### config.mk
export PLATFORM = sky130hd
export DESIGN_NAME = variable_table_readback
export DESIGN_NICKNAME = d
export VERILOG_FILES = /design/src/rtl/variable_table_readback_pkg.sv /design/src/rtl/variable_table_readback_packer.sv /design/src/rtl/variable_table_readback.sv
export SDC_FILE = /design/constraint.sdc
export NUM_CORES = 1
export LEC_CHECK = 0
export ABC_CLOCK_PERIOD_IN_PS = 2800
export CAP_MARGIN = 10
export CORE_ASPECT_RATIO = 2
export CORE_UTILIZATION = 55
export DETAILED_ROUTE_END_ITERATION = 10
export GPL_ROUTABILITY_DRIVEN = 1
export PLACE_DENSITY = 0.89
export REMOVE_ABC_BUFFERS = 1
export SLEW_MARGIN = 20
export SYNTH_ARGS = -nofsm -noshare
export SYNTH_HDL_FRONTEND = slang
export SYNTH_SLANG_ARGS = --single-unit
### constraint.sdc
create_clock -name clk_i -period 2.8 [get_ports clk_i]
set_input_delay 0.28 -clock clk_i [delete_from_list [all_inputs] [get_ports clk_i]]
set_output_delay 0.28 -clock clk_i [all_outputs]
set_load 0.02 [all_outputs]
### src/rtl/variable_table_readback_pkg.sv
// Shared types and constants for the variable table readback engine.
package variable_table_readback_pkg;

  localparam int unsigned DEF_VARIABLE_ADDRESS_WIDTH = 11;
  localparam int unsigned DEF_WORD_WIDTH             = 32;

  typedef enum logic [1:0] {
    IDLE,
    READ,
    OUT,
    FIN
  } state_t;

  // Number of output words needed for n variables packed w bits per word.
  function automatic int unsigned word_count(input int unsigned n, input int unsigned w);
    return (n + w - 1) / w;
  endfunction

endpackage

### src/rtl/variable_table_readback_packer.sv
// Bit-to-word pack register: writes incoming bits LSB-first, tracks fill count.
module readback_packer
  import variable_table_readback_pkg::*;
#(
  parameter int unsigned WORD_WIDTH = DEF_WORD_WIDTH
) (
  input  logic                          clk_i,
  input  logic                          rst_ni,
  input  logic                          clear_i,
  input  logic                          bit_valid_i,
  input  logic                          bit_i,
  output logic [WORD_WIDTH-1:0]         word_o,
  output logic [$clog2(WORD_WIDTH):0]   count_o,
  output logic                          full_o
);

  localparam int unsigned IW = $clog2(WORD_WIDTH);

  logic [WORD_WIDTH-1:0] word_q;
  logic [IW:0]           count_q;

  always_ff @(posedge clk_i) begin
    if (!rst_ni || clear_i) begin
      word_q  <= '0;
      count_q <= '0;
    end else if (bit_valid_i) begin
      word_q[count_q[IW-1:0]] <= bit_i;
      count_q                 <= count_q + (IW+1)'(1);
    end
  end

  assign word_o  = word_q;
  assign count_o = count_q;
  assign full_o  = (count_q == (IW+1)'(WORD_WIDTH));

endmodule

### src/rtl/variable_table_readback.sv
// Walks the variable table, packs assignment bits into words and streams them out.
// Optional READBACK_CHECKSUM_EN appends an XOR checksum word after the data words.
module variable_table_readback
  import variable_table_readback_pkg::*;
#(
  parameter int unsigned VARIABLE_ADDRESS_WIDTH = DEF_VARIABLE_ADDRESS_WIDTH,
  parameter int unsigned WORD_WIDTH             = DEF_WORD_WIDTH
) (
  input  logic                              clk_i,
  input  logic                              rst_ni,
  input  logic                              start_i,
  input  logic [VARIABLE_ADDRESS_WIDTH:0]   num_vars_i,
  output logic                              busy_o,
  output logic                              done_o,
  output logic                              tbl_en_o,
  output logic [VARIABLE_ADDRESS_WIDTH-1:0] tbl_addr_o,
  input  logic                              tbl_data_i,
  output logic [WORD_WIDTH-1:0]             m_data_o,
  output logic                              m_valid_o,
  input  logic                              m_ready_i,
  output logic                              m_last_o
);

  localparam int unsigned AW = VARIABLE_ADDRESS_WIDTH;
  localparam int unsigned IW = $clog2(WORD_WIDTH);
  localparam logic [AW:0] CNT_ONE   = (AW+1)'(1);
  localparam logic [IW:0] WORD_BITS = (IW+1)'(WORD_WIDTH);
  localparam logic [IW:0] WORD_LAST = (IW+1)'(WORD_WIDTH-1);

  state_t state_q, state_d;

  // Counters are one bit wider than the address so a full table count never wraps.
  logic [AW:0] num_q, issue_q, cap_q;
  logic [IW:0] in_word_q;
  logic        pend_q;

  logic                  start_acc, issue, accept, data_done, last_word, final_cap;
  logic                  pk_clear, pk_full;
  logic [WORD_WIDTH-1:0] pk_word, out_word;
  logic [IW:0]           pk_count;

  assign start_acc = (state_q == IDLE) && start_i;
  assign issue     = (state_q == READ) && !pk_full && (in_word_q < WORD_BITS) && (issue_q < num_q);
  assign accept    = (state_q == OUT) && m_ready_i;
  assign data_done = (cap_q == num_q);
  assign final_cap = pend_q && ((pk_count == WORD_LAST) || ((cap_q + CNT_ONE) == num_q));
  assign pk_clear  = start_acc || (accept && !data_done);

  readback_packer #(
    .WORD_WIDTH(WORD_WIDTH)
  ) u_packer (
    .clk_i      (clk_i),
    .rst_ni     (rst_ni),
    .clear_i    (pk_clear),
    .bit_valid_i(pend_q),
    .bit_i      (tbl_data_i),
    .word_o     (pk_word),
    .count_o    (pk_count),
    .full_o     (pk_full)
  );

`ifdef READBACK_CHECKSUM_EN
  logic                  csum_q;
  logic [WORD_WIDTH-1:0] xor_q;

  // csum_q marks that the data words are done and the checksum word is on the bus.
  always_ff @(posedge clk_i) begin
    if (!rst_ni) begin
      csum_q <= 1'b0;
      xor_q  <= '0;
    end else if (start_acc) begin
      csum_q <= (num_vars_i == '0);
      xor_q  <= '0;
    end else if (state_q == FIN) begin
      csum_q <= 1'b0;
    end else if (accept && !csum_q) begin
      xor_q  <= xor_q ^ pk_word;
      csum_q <= data_done;
    end
  end

  assign last_word = csum_q;
  assign out_word  = csum_q ? xor_q : pk_word;
`else
  assign last_word = data_done;
  assign out_word  = pk_word;
`endif

  always_ff @(posedge clk_i) begin
    if (!rst_ni) begin
      state_q   <= IDLE;
      num_q     <= '0;
      issue_q   <= '0;
      cap_q     <= '0;
      in_word_q <= '0;
      pend_q    <= 1'b0;
    end else begin
      state_q <= state_d;
      pend_q  <= issue;
      if (start_acc) begin
        num_q     <= num_vars_i;
        issue_q   <= '0;
        cap_q     <= '0;
        in_word_q <= '0;
      end else begin
        if (issue) begin
          issue_q   <= issue_q + CNT_ONE;
          in_word_q <= in_word_q + (IW+1)'(1);
        end
        if (pend_q) begin
          cap_q <= cap_q + CNT_ONE;
        end
        if (accept && !data_done) begin
          in_word_q <= '0;
        end
      end
    end
  end

  always_comb begin
    state_d = state_q;
    unique case (state_q)
      IDLE: begin
        if (start_i) begin
`ifdef READBACK_CHECKSUM_EN
          state_d = (num_vars_i == '0) ? OUT : READ;
`else
          state_d = (num_vars_i == '0) ? FIN : READ;
`endif
        end
      end
      READ: begin
        if (final_cap) state_d = OUT;
      end
      OUT: begin
        // With the checksum enabled, the last data word stays in OUT for the checksum word.
        if (accept) begin
          if (last_word)       state_d = FIN;
          else if (!data_done) state_d = READ;
        end
      end
      FIN:     state_d = IDLE;
      default: state_d = IDLE;
    endcase
  end

  assign busy_o     = (state_q == READ) || (state_q == OUT);
  assign done_o     = (state_q == FIN);
  assign tbl_en_o   = issue;
  assign tbl_addr_o = issue ? issue_q[AW-1:0] : '0;
  assign m_valid_o  = (state_q == OUT);
  assign m_data_o   = m_valid_o ? out_word : '0;
  assign m_last_o   = m_valid_o && last_word;

endmodule

-- Yosys cells after proc, flatten, opt, wreduce, memory -nomap -nowiden
Index checks and enable logic that the tools add are counted.
- register bits after elaboration: 83
- logic and storage cells: 59
- output and inout bits: 48
- bitwise operators: 1
- muxes and demuxes: 11
- add/subtract/negate cells: 4
- equal/unequal tests: 10
- $lt $le $gt $ge: 4
- reductions and logical operators: 21
- operators with widths (kind ; count):
    $bwmux 32 ; 1
    $mux 32 ; 1
    $add 12x1->12 const B ; 2
    $eq 12x12->1 ; 2
    $add 6x1->6 const B ; 2
    $logic_not 12->1 ; 1
    $lt 12x12->1 ; 1
    $mux 11 ; 1
    $mux 2 ; 5
    $logic_and 1x1->1 ; 9
    $pmux 2 s4 ; 1
    $eq 6x5->1 const B ; 1
    $eq 6x6->1 const B ; 1
    $lt 5x6->1 const B ; 1
    $lt 6x6->1 const B ; 1
    $demux 1 s5 ; 1
    $ge 5x1->1 const B ; 1
    $eq 2x2->1 const B ; 2
    $logic_or 1x1->1 ; 4
    $ne 2x2->1 const B ; 2
    $logic_not 1->1 ; 3
    $reduce_and 3->1 ; 1
    $reduce_or 3->1 ; 1
    $eq 2x1->1 const B ; 1
    5 further kinds ; 5

-- Depth between registers and ports, before layout
Gate-level depths: netlist (run 1).
- word-level depth: 6
- depth in mapped cells: 11
- mapped depth without buffers: 10

-- By module
A second synthesis (run 1) with hierarchy kept.
- cells, all modules: 576
- area total of the unflattened synthesis: 4808.4 µm²
- by module, submodules not included (module ; area each (µm²) ; times used ; cells an instance ; sequential area each (µm²)):
    variable_table_readback ; 3065.4 ; 1 ; 387 ; 900.9
    readback_packer ; 1742.9 ; 1 ; 189 ; 760.7

-- Least setup slack after synthesis (run 1)
No wires, ideal clock.
- path type: flip-flop to output port
- from: register num_q[1]
- to: output tbl_addr_o[1]
- slack: 0.446 ns
- cell stages (with the launch flop): 10
- arrival: 2.074 ns
- required time: 2.520 ns
- path buffers: 1
- cells stage by stage: dfxtp_1 inv_1 ha_1 a21o_1 a211o_1 a211oi_2 o21ai_2 clkinv_1 buf_2 and2_1
- longest elaborated chain between the ends: 3
- RTL lines (item ; line ; text):
    from (decl) ; variable_table_readback.sv:33 ; logic [AW:0] num_q, issue_q, cap_q;
    from (signal assigned) ; variable_table_readback.sv:101 ; num_q <= num_vars_i;
    $lt 12x12->1 ; variable_table_readback.sv:43 ; assign issue = (state_q == READ) && !pk_full && (in_word_q < WORD_BITS) && (issue_q < num_q);
    $logic_and 1x1->1 ; variable_table_readback.sv:43 ;
    via tbl_en_o ; variable_table_readback.sv:15 ; output logic tbl_en_o,
    $mux 11 ; variable_table_readback.sv:150 ; assign tbl_addr_o = issue ? issue_q[AW-1:0] : '0;
    to (decl) ; variable_table_readback.sv:16 ; output logic [VARIABLE_ADDRESS_WIDTH-1:0] tbl_addr_o,
The timed path passes the listed nets, and every way through them passes these cells.

-- Worst setup path after layout (run 1)
- from: register num_q[5]
- to: output m_last_o
- longest elaborated chain between the ends: 2
- RTL lines (item ; line ; text):
    $eq 12x12->1 ; variable_table_readback.sv:45 ; assign data_done = (cap_q == num_q);
    $logic_and 1x1->1 ; variable_table_readback.sv:153 ; assign m_last_o = m_valid_o && last_word;
    to (decl) ; variable_table_readback.sv:21 ; output logic m_last_o
Every way passes these cells.

==> flow_metrics.tcl, run 1 <==
set metrics [dict create \
    synth_warnings 0 \
    drive_gt1_share_pct 10.7 \
    layout_min_cycle_time_ns 2.73 \
    start_util_pct 56.8 \
    dpl.cell_count 749 \
    worst_ep_arrival_time_ns 2.45 \
    grtUsageTotal_pct 29.7 \
    postRouteAntennaNets 0 \
    worst_path_max_delay_cell "clkdlybuf4s50_1" \
    dpl_cell_area_um2 5450 \
    path_max_fanout 4 \
    synth.largest_area_cell "dfxtp_1" \
    drc 0 \
    end_kind "output pin" \
    synth.avg_cell_area_um2 7.73 \
    io-pin-count 65 \
    antennaDiodeCount 0 \
    dr.first_iter.drc_count 268 \
    crit_type "flop to output pin" \
    final_common_cell "nand2_1" \
    fmax_ghz 0.366 \
    period_share_pct 97.5 \
    cts_max_level 3 \
    final_cell_area_um2 5720 \
    crit_required_ns 2.52 \
    via_per_inst 5.90 \
    synthArstFlopShare_pct 0 \
    slew_violations 0 \
    gp_congestion 0.920 \
    ir_drop_mv 0.638 \
    critPathBufInv 2 \
    synth_edf_count 0 \
    hold_buffers 0 \
    die_area_um2 8900 \
    yosysSeqAreaShare_pct 35.5 \
    dp_slack_ns -0.0159 \
    setup_viol 0 \
    grt_pass1_vias 4453 \
    crit_family "simple AND/OR/NAND/NOR gates" \
    nets 702 \
    chipWidth_um 67.2 \
    worst_setup_path_start_kind "flop" \
    cts_num_sinks 83 \
    cts_root_buf "clkbuf_16" \
    wl_per_cell_um 16.2 \
    hold_viol 0 \
    setup_slack_ns 0.0705 \
    hold_ws_ns 0.448 \
    fin_cells 764 \
    synth_ff_type "dfxtp_1" \
    status "complete, no violations" \
    grt_pass1_wl_mm 20.2 \
    rows 47 \
    coreArea_um2 8230 \
    finalWirelength_mm 12.3 \
    ys_ff_latch 83 \
    cts_tree "done" \
    clock_path_buffers 2 \
    fillers 651 \
    path_cells "buf_4, xor2_1, or4_1, nor3_4, and2_1, clkdlybuf4s50_1" \
    dr.pass1.iters 5 \
    relSlewSlack_pct 60.4 \
    netlist_area_um2 4680 \
    synth.area.top_cells "dfxtp_1 (36%), nand2_1 (6.7%), and2_1 (6.2%)" \
    grt_max_degree 35 \
    hold_class "primary input to flop" \
    rsz0062_at_grt "false" \
    synth_top_area_share_pct 35.5 \
    ys_types 57 \
    post-cts-setup-buffers 0 \
    max_stage_delay_ns 0.59 \
    finalClockSkew_ns 0.00796 \
    grt_overflow 0 \
    die_h_um 132 \
    clock_latency_ns 0.34 \
    portBuffers 64 \
    syn2layout_area_growth_pct 22.3 \
    final_cell_mix "nand2_1 (84), dfxtp_1 (81), nor2_1 (60), clkdlybuf4s50_1 (51), and2_1 (46)" \
    numCtsBuffers 9 \
    maxCapViolCount 0 \
    worst_pin_slew_ns 0.593 \
    antenna_found_initial 0 \
    syn-instance-count 605 \
    path_clk_slew_ns 0.06 \
    num_vias 4509 \
    p_leak_nw 2.13 \
    powerDensity_nw_per_um2 578 \
    dpl.hpwl_mm 9.04 \
]
==> per-stage QoR <==
stage	TNS [ns]	power, mW	util (%)
global route	0	3.44	69.5
global placement	0	2.08	66.2
CTS	0	3.29	69.9
detailed placement	-0.0252	2.11	66.2
finish	0	3.31	69.5
floorplan	-6.41	1.78	-
==> cell usage after synthesis, types with 4 or more instances <==
master / instances
nand2_1: 84
dfxtp_1: 83
nor2_1: 60
and2_1: 46
o21ai_0: 42
a21oi_1: 38
clkbuf_1: 31
ha_1: 23
inv_1: 21
nand4_1: 21
xnor2_1: 21
xor2_1: 14
nand3_1: 13
a21boi_0: 12
mux2i_1: 12
nor3_1: 9
buf_2: 6
or3_1: 6
nand2b_1: 5
a31oi_1: 4
and3_1: 4
==> cell type report <==
cell class                 count  area, um2  share of cell area [%]
timing repair buffer          86        761                    13.3
inverter                      22       83.8                    1.46
multi-input combinational    460       2800                    48.9
clock buffer                  11        243                    4.24
tap                           98        123                    2.14
sequential                    83       1660                    29.1
clock inverter                 4       51.3                   0.896
==> routing by layer <==
layer	GRT usage, %	routed length, um	up-vias	share of wire, %
met3	6.03	562	60	4.6
met1	29.0	4420	2115	36
met2	51.9	6550	173	53
met5	0	0	-	0
li1	-	-	2161	-
met4	22.5	812	0	6.6
==> flip-flops by register name (all words and copies together), names as in the netlist <==
signal	flops
cap_q	12
in_word_q	6
u_packer.count_o	6
num_q	12
pend_q	1
issue_q	12
state_q	2
u_packer.word_o	32
==> power breakdown <==
part / switching, mW / internal, mW
Combinational: 0.502 / 0.328
Clock: 0.468 / 0.710
Sequential: 0.0642 / 1.24
==> worst register-to-register path: stages, from the launching register on <==
cell and delay (ns):
dfxtp_2 0.33, inv_1 0.06, ha_4 0.24, a21o_1 0.18
a21o_1 0.19, a21oi_2 0.20, o311a_1 0.22, o21ai_2 0.08
buf_4 0.20, or3_2 0.46, a21oi_1 0.17
==> logic make-up (layout without fill, tap and decap cells) <==
family	count (synthesis)	after routing	synth area share, %
simple gates	268	268	28.2
buf+inv	62	123	5.38
mux	12	12	2.57
flops	83	83	35.5
compound gates	122	122	15.7
fa+ha+maj	23	23	6.15
xor+xnor	35	35	6.55
==> final timing paths <==
| check | start | to | slack (ns) | depth (start not counted) |
|---|---|---|---|---|
| setup / recovery | num_q[5] | m_last_o | 0.07 | 6 |
| hold reg to reg | u_packer.word_o[31] | u_packer.word_o[31] | 0.46 | 2 |
| setup reg to reg | num_q[5] | in_word_q[4] | 0.41 | 10 |
| hold / removal | tbl_data_i | u_packer.word_o[22] | 0.45 | 3 |
==> timing repair <==
| action | 4_1_cts | 5_1_grt |
|---|---|---|
| setup endpoints to repair | 12 | 13 |
| resized for setup | 41 | 13 |
| pin swaps | 0 | 3 |
(Power assumes the default switching activity.)
==> inputs of run 2 (changes only) <==
- ABC_AREA: unset -> 1
- CORE_UTILIZATION: 55 -> 56
- MAX_ROUTING_LAYER: unset -> met4
- PLACE_DENSITY: 0.89 -> 0.9
==> flow_metrics.tcl, run 2 <==
set metrics [dict create \
    status "complete, no violations" \
    dpl.hpwl_mm 10.4 \
    hold_ws_ns 0.472 \
    grt_overflow 0 \
    worst_ep_arrival_time_ns 2.33 \
    largest_register_ffs 32 \
    end_kind "output pin" \
    chipWidth_um 67.5 \
    rsz0062_at_grt "false" \
    cts_max_level 3 \
    antennaDiodeCount 0 \
    gp_congestion 0.981 \
    dpl_cell_area_um2 5510 \
    grt_pass1_vias 4865 \
    fin_tns_setup_ns 0 \
    ys_types 31 \
    grt_pass1_wl_mm 22.9 \
    clkPwrFrac_pct 32.4 \
    synth_ff_type "dfxtp_1" \
    post-synth-top-count-cell "nand2_1" \
    synth.largest_area_cell "dfxtp_1" \
    synth.area.top_cells "dfxtp_1 (35%), nand2_1 (14%), inv_1 (7.8%)" \
    clock_latency_ns 0.35 \
    post-cts-setup-buffers 0 \
    synth_xor_area_share_pct 3.10 \
    wl_met3_mm 1.00 \
    via_per_inst 5.66 \
    seqPwrFrac_pct 34.8 \
    finalWirelength_mm 14.2 \
    switching_share_pct 37.4 \
    hold_buffers 0 \
    dr.pass1.iters 8 \
    grtUsageTotal_pct 35.1 \
    combPwrFrac_pct 32.8 \
    synthArstFlopShare_pct 0 \
    max_stage_delay_ns 0.61 \
    wl_per_cell_um 16.0 \
    num_vias 5044 \
    clock_path_buffers 2 \
    setup_viol 0 \
    die_h_um 133 \
    ir_drop_mv 0.459 \
    die_area_um2 8970 \
    synth_warnings 0 \
    yosys.area_share.simple_pct 30.4 \
    syn-instance-count 729 \
    portBuffers 64 \
    synth_fa_ha_area_share_pct 5.99 \
    hold_class "flop to flop" \
    layout_min_cycle_time_ns 2.61 \
    drc 0 \
    worst_pin_slew_ns 0.849 \
    cts_num_sinks 83 \
    synth.avg_cell_area_um2 6.59 \
    numCtsBuffers 9 \
    path_clk_slew_ns 0.06 \
    worst_path_max_delay_cell "clkdlybuf4s50_1" \
    dr.first_iter.drc_count 400 \
    crit_required_ns 2.52 \
    drive_gt1_share_pct 7.19 \
    synth_top_area_share_pct 34.6 \
    switching_power_mw 1.48 \
    syn2layout_area_growth_pct 21.4 \
    finalClockSkew_ns 0.00636 \
    fin_util_pct 70.3 \
    cts_root_buf "clkbuf_16" \
    wl_met2_mm 7.32 \
    p_int_mw 2.48 \
    synthMuxAreaShare_pct 0 \
    maxCapViolCount 0 \
    ys_ff_latch 83 \
    start_util_pct 57.9 \
    regToRegSetupSlack_ns 0.34 \
    hold_viol 0 \
    synth_top_family_by_area "simple AND/OR/NAND/NOR gates" \
    final_cell_mix "nand2_1 (181), inv_1 (100), dfxtp_1 (82), nor2_1 (68), a21oi_1 (66)" \
    fmax_ghz 0.382 \
    crit_top_cell "nand2_1" \
    crit_type "flop to output pin" \
    ctsResizeCount 12 \
    io-pin-count 65 \
    synth_edf_count 0 \
    postRouteAntennaNets 0 \
    grt_max_degree 40 \
    final_cell_area_um2 5830 \
    netlist_area_um2 4800 \
    antenna_found_initial 0 \
    synth_compound_area_share_pct 14.5 \
    synth_commonest_cells "nand2_1 (181), inv_1 (100), dfxtp_1 (83), nor2_1 (68), a21oi_1 (67)" \
    nets 828 \
    period_share_pct 93.4 \
    p_leak_nw 2.52 \
    slew_violations 0 \
    final_common_cell "nand2_1" \
    rows 47 \
    relSlewSlack_pct 43.0 \
    yosysSeqAreaShare_pct 34.6 \
    path_cells "inv_2, nand2_1, nand2_1, inv_1, nand2_1, nor2_2, nand4_1, inv_1, clkdlybuf4s50_1" \
    cts_tree "done" \
    path_max_fanout 5 \
    powerDensity_nw_per_um2 679 \
    top_layer "met4" \
    wl_met1_mm 4.89 \
    worst_setup_path_start_kind "flop" \
    coreArea_um2 8290 \
]
-- run 2: cell count changes after synthesis, moves of 8 or more --
| cell | before | now |
|---|---|---|
| and2_1 | 46 | 1 |
| a21oi_2 | 0 | 11 |
| nor2_1 | 60 | 68 |
| nand3_1 | 13 | 58 |
| nand2_1 | 84 | 181 |
| inv_1 | 21 | 100 |
| a21boi_0 | 12 | 0 |
| xnor2_1 | 21 | 9 |
| a21oi_1 | 38 | 67 |
| nand4_1 | 21 | 6 |
| mux2i_1 | 12 | 0 |
| clkbuf_1 | 31 | 20 |
-- run 2: cell families after synthesis --
group,count (synthesis)
fa+ha+maj,23
flops,83
simple gates,346
xor+xnor,17
compound gates,125
buf+inv,135
-- run 2: final timing paths --
path | start | endpoint | cells after the start
max | cap_q[7] | m_last_o | 9
min | u_packer.word_o[9] | u_packer.word_o[9] | 2
max reg2reg | cap_q[1] | state_q[1] | 14
min reg2reg | u_packer.word_o[9] | u_packer.word_o[9] | 2
-- run 2: worst max-delay path: cells and delay by family, from the launching register on --
| kind | cells | cell delay [ns] |
|---|---|---|
| flops | 1 | 0.53 |
| simple gates | 5 | 0.63 |
| buf+inv | 4 | 0.84 |
-- run 2: through the flow --
| step | power, mW | setup slack (ns) | instances |
|---|---|---|---|
| 2_1_floorplan | 2.20 | 0.557 | 701 |
| 3_3_place_gp | 2.60 | 0.282 | 875 |
| 3_5_place_dp | 2.65 | 0.241 | 875 |
| 4_1_cts | 3.92 | 0.0243 | 891 |
| 5_1_grt | 4.16 | 0.0183 | 891 |
| 6_report | 3.96 | 0.185 | 891 |
-- run 2: power groups by stage --
stage          Clock (mW)  Combinational (mW)  Sequential (mW)
2_1_floorplan           0               0.819             1.38
3_3_place_gp            0                1.21             1.39
3_5_place_dp            0                1.25             1.40
4_1_cts              1.28                1.26             1.38
5_1_grt              1.32                1.45             1.39
6_report             1.28                1.30             1.38
-- run 2: cell type report --
cell class                 instances  area, um2
multi-input combinational        511       2600
fill                             678       2460
sequential                        83       1660
timing repair buffer              76        719
inverter                         107        402
clock buffer                      10        229
tap                               98        123
clock inverter                     6       88.8
-- run 2: routing by layer --
| metal | up-vias | GRT usage (%) |
|---|---|---|
| li1 | 2450 | - |
| met1 | 2295 | 32.8 |
| met2 | 220 | 56.3 |
| met3 | 79 | 12.4 |
| met4 | 0 | 25.8 |
| met5 | - | - |
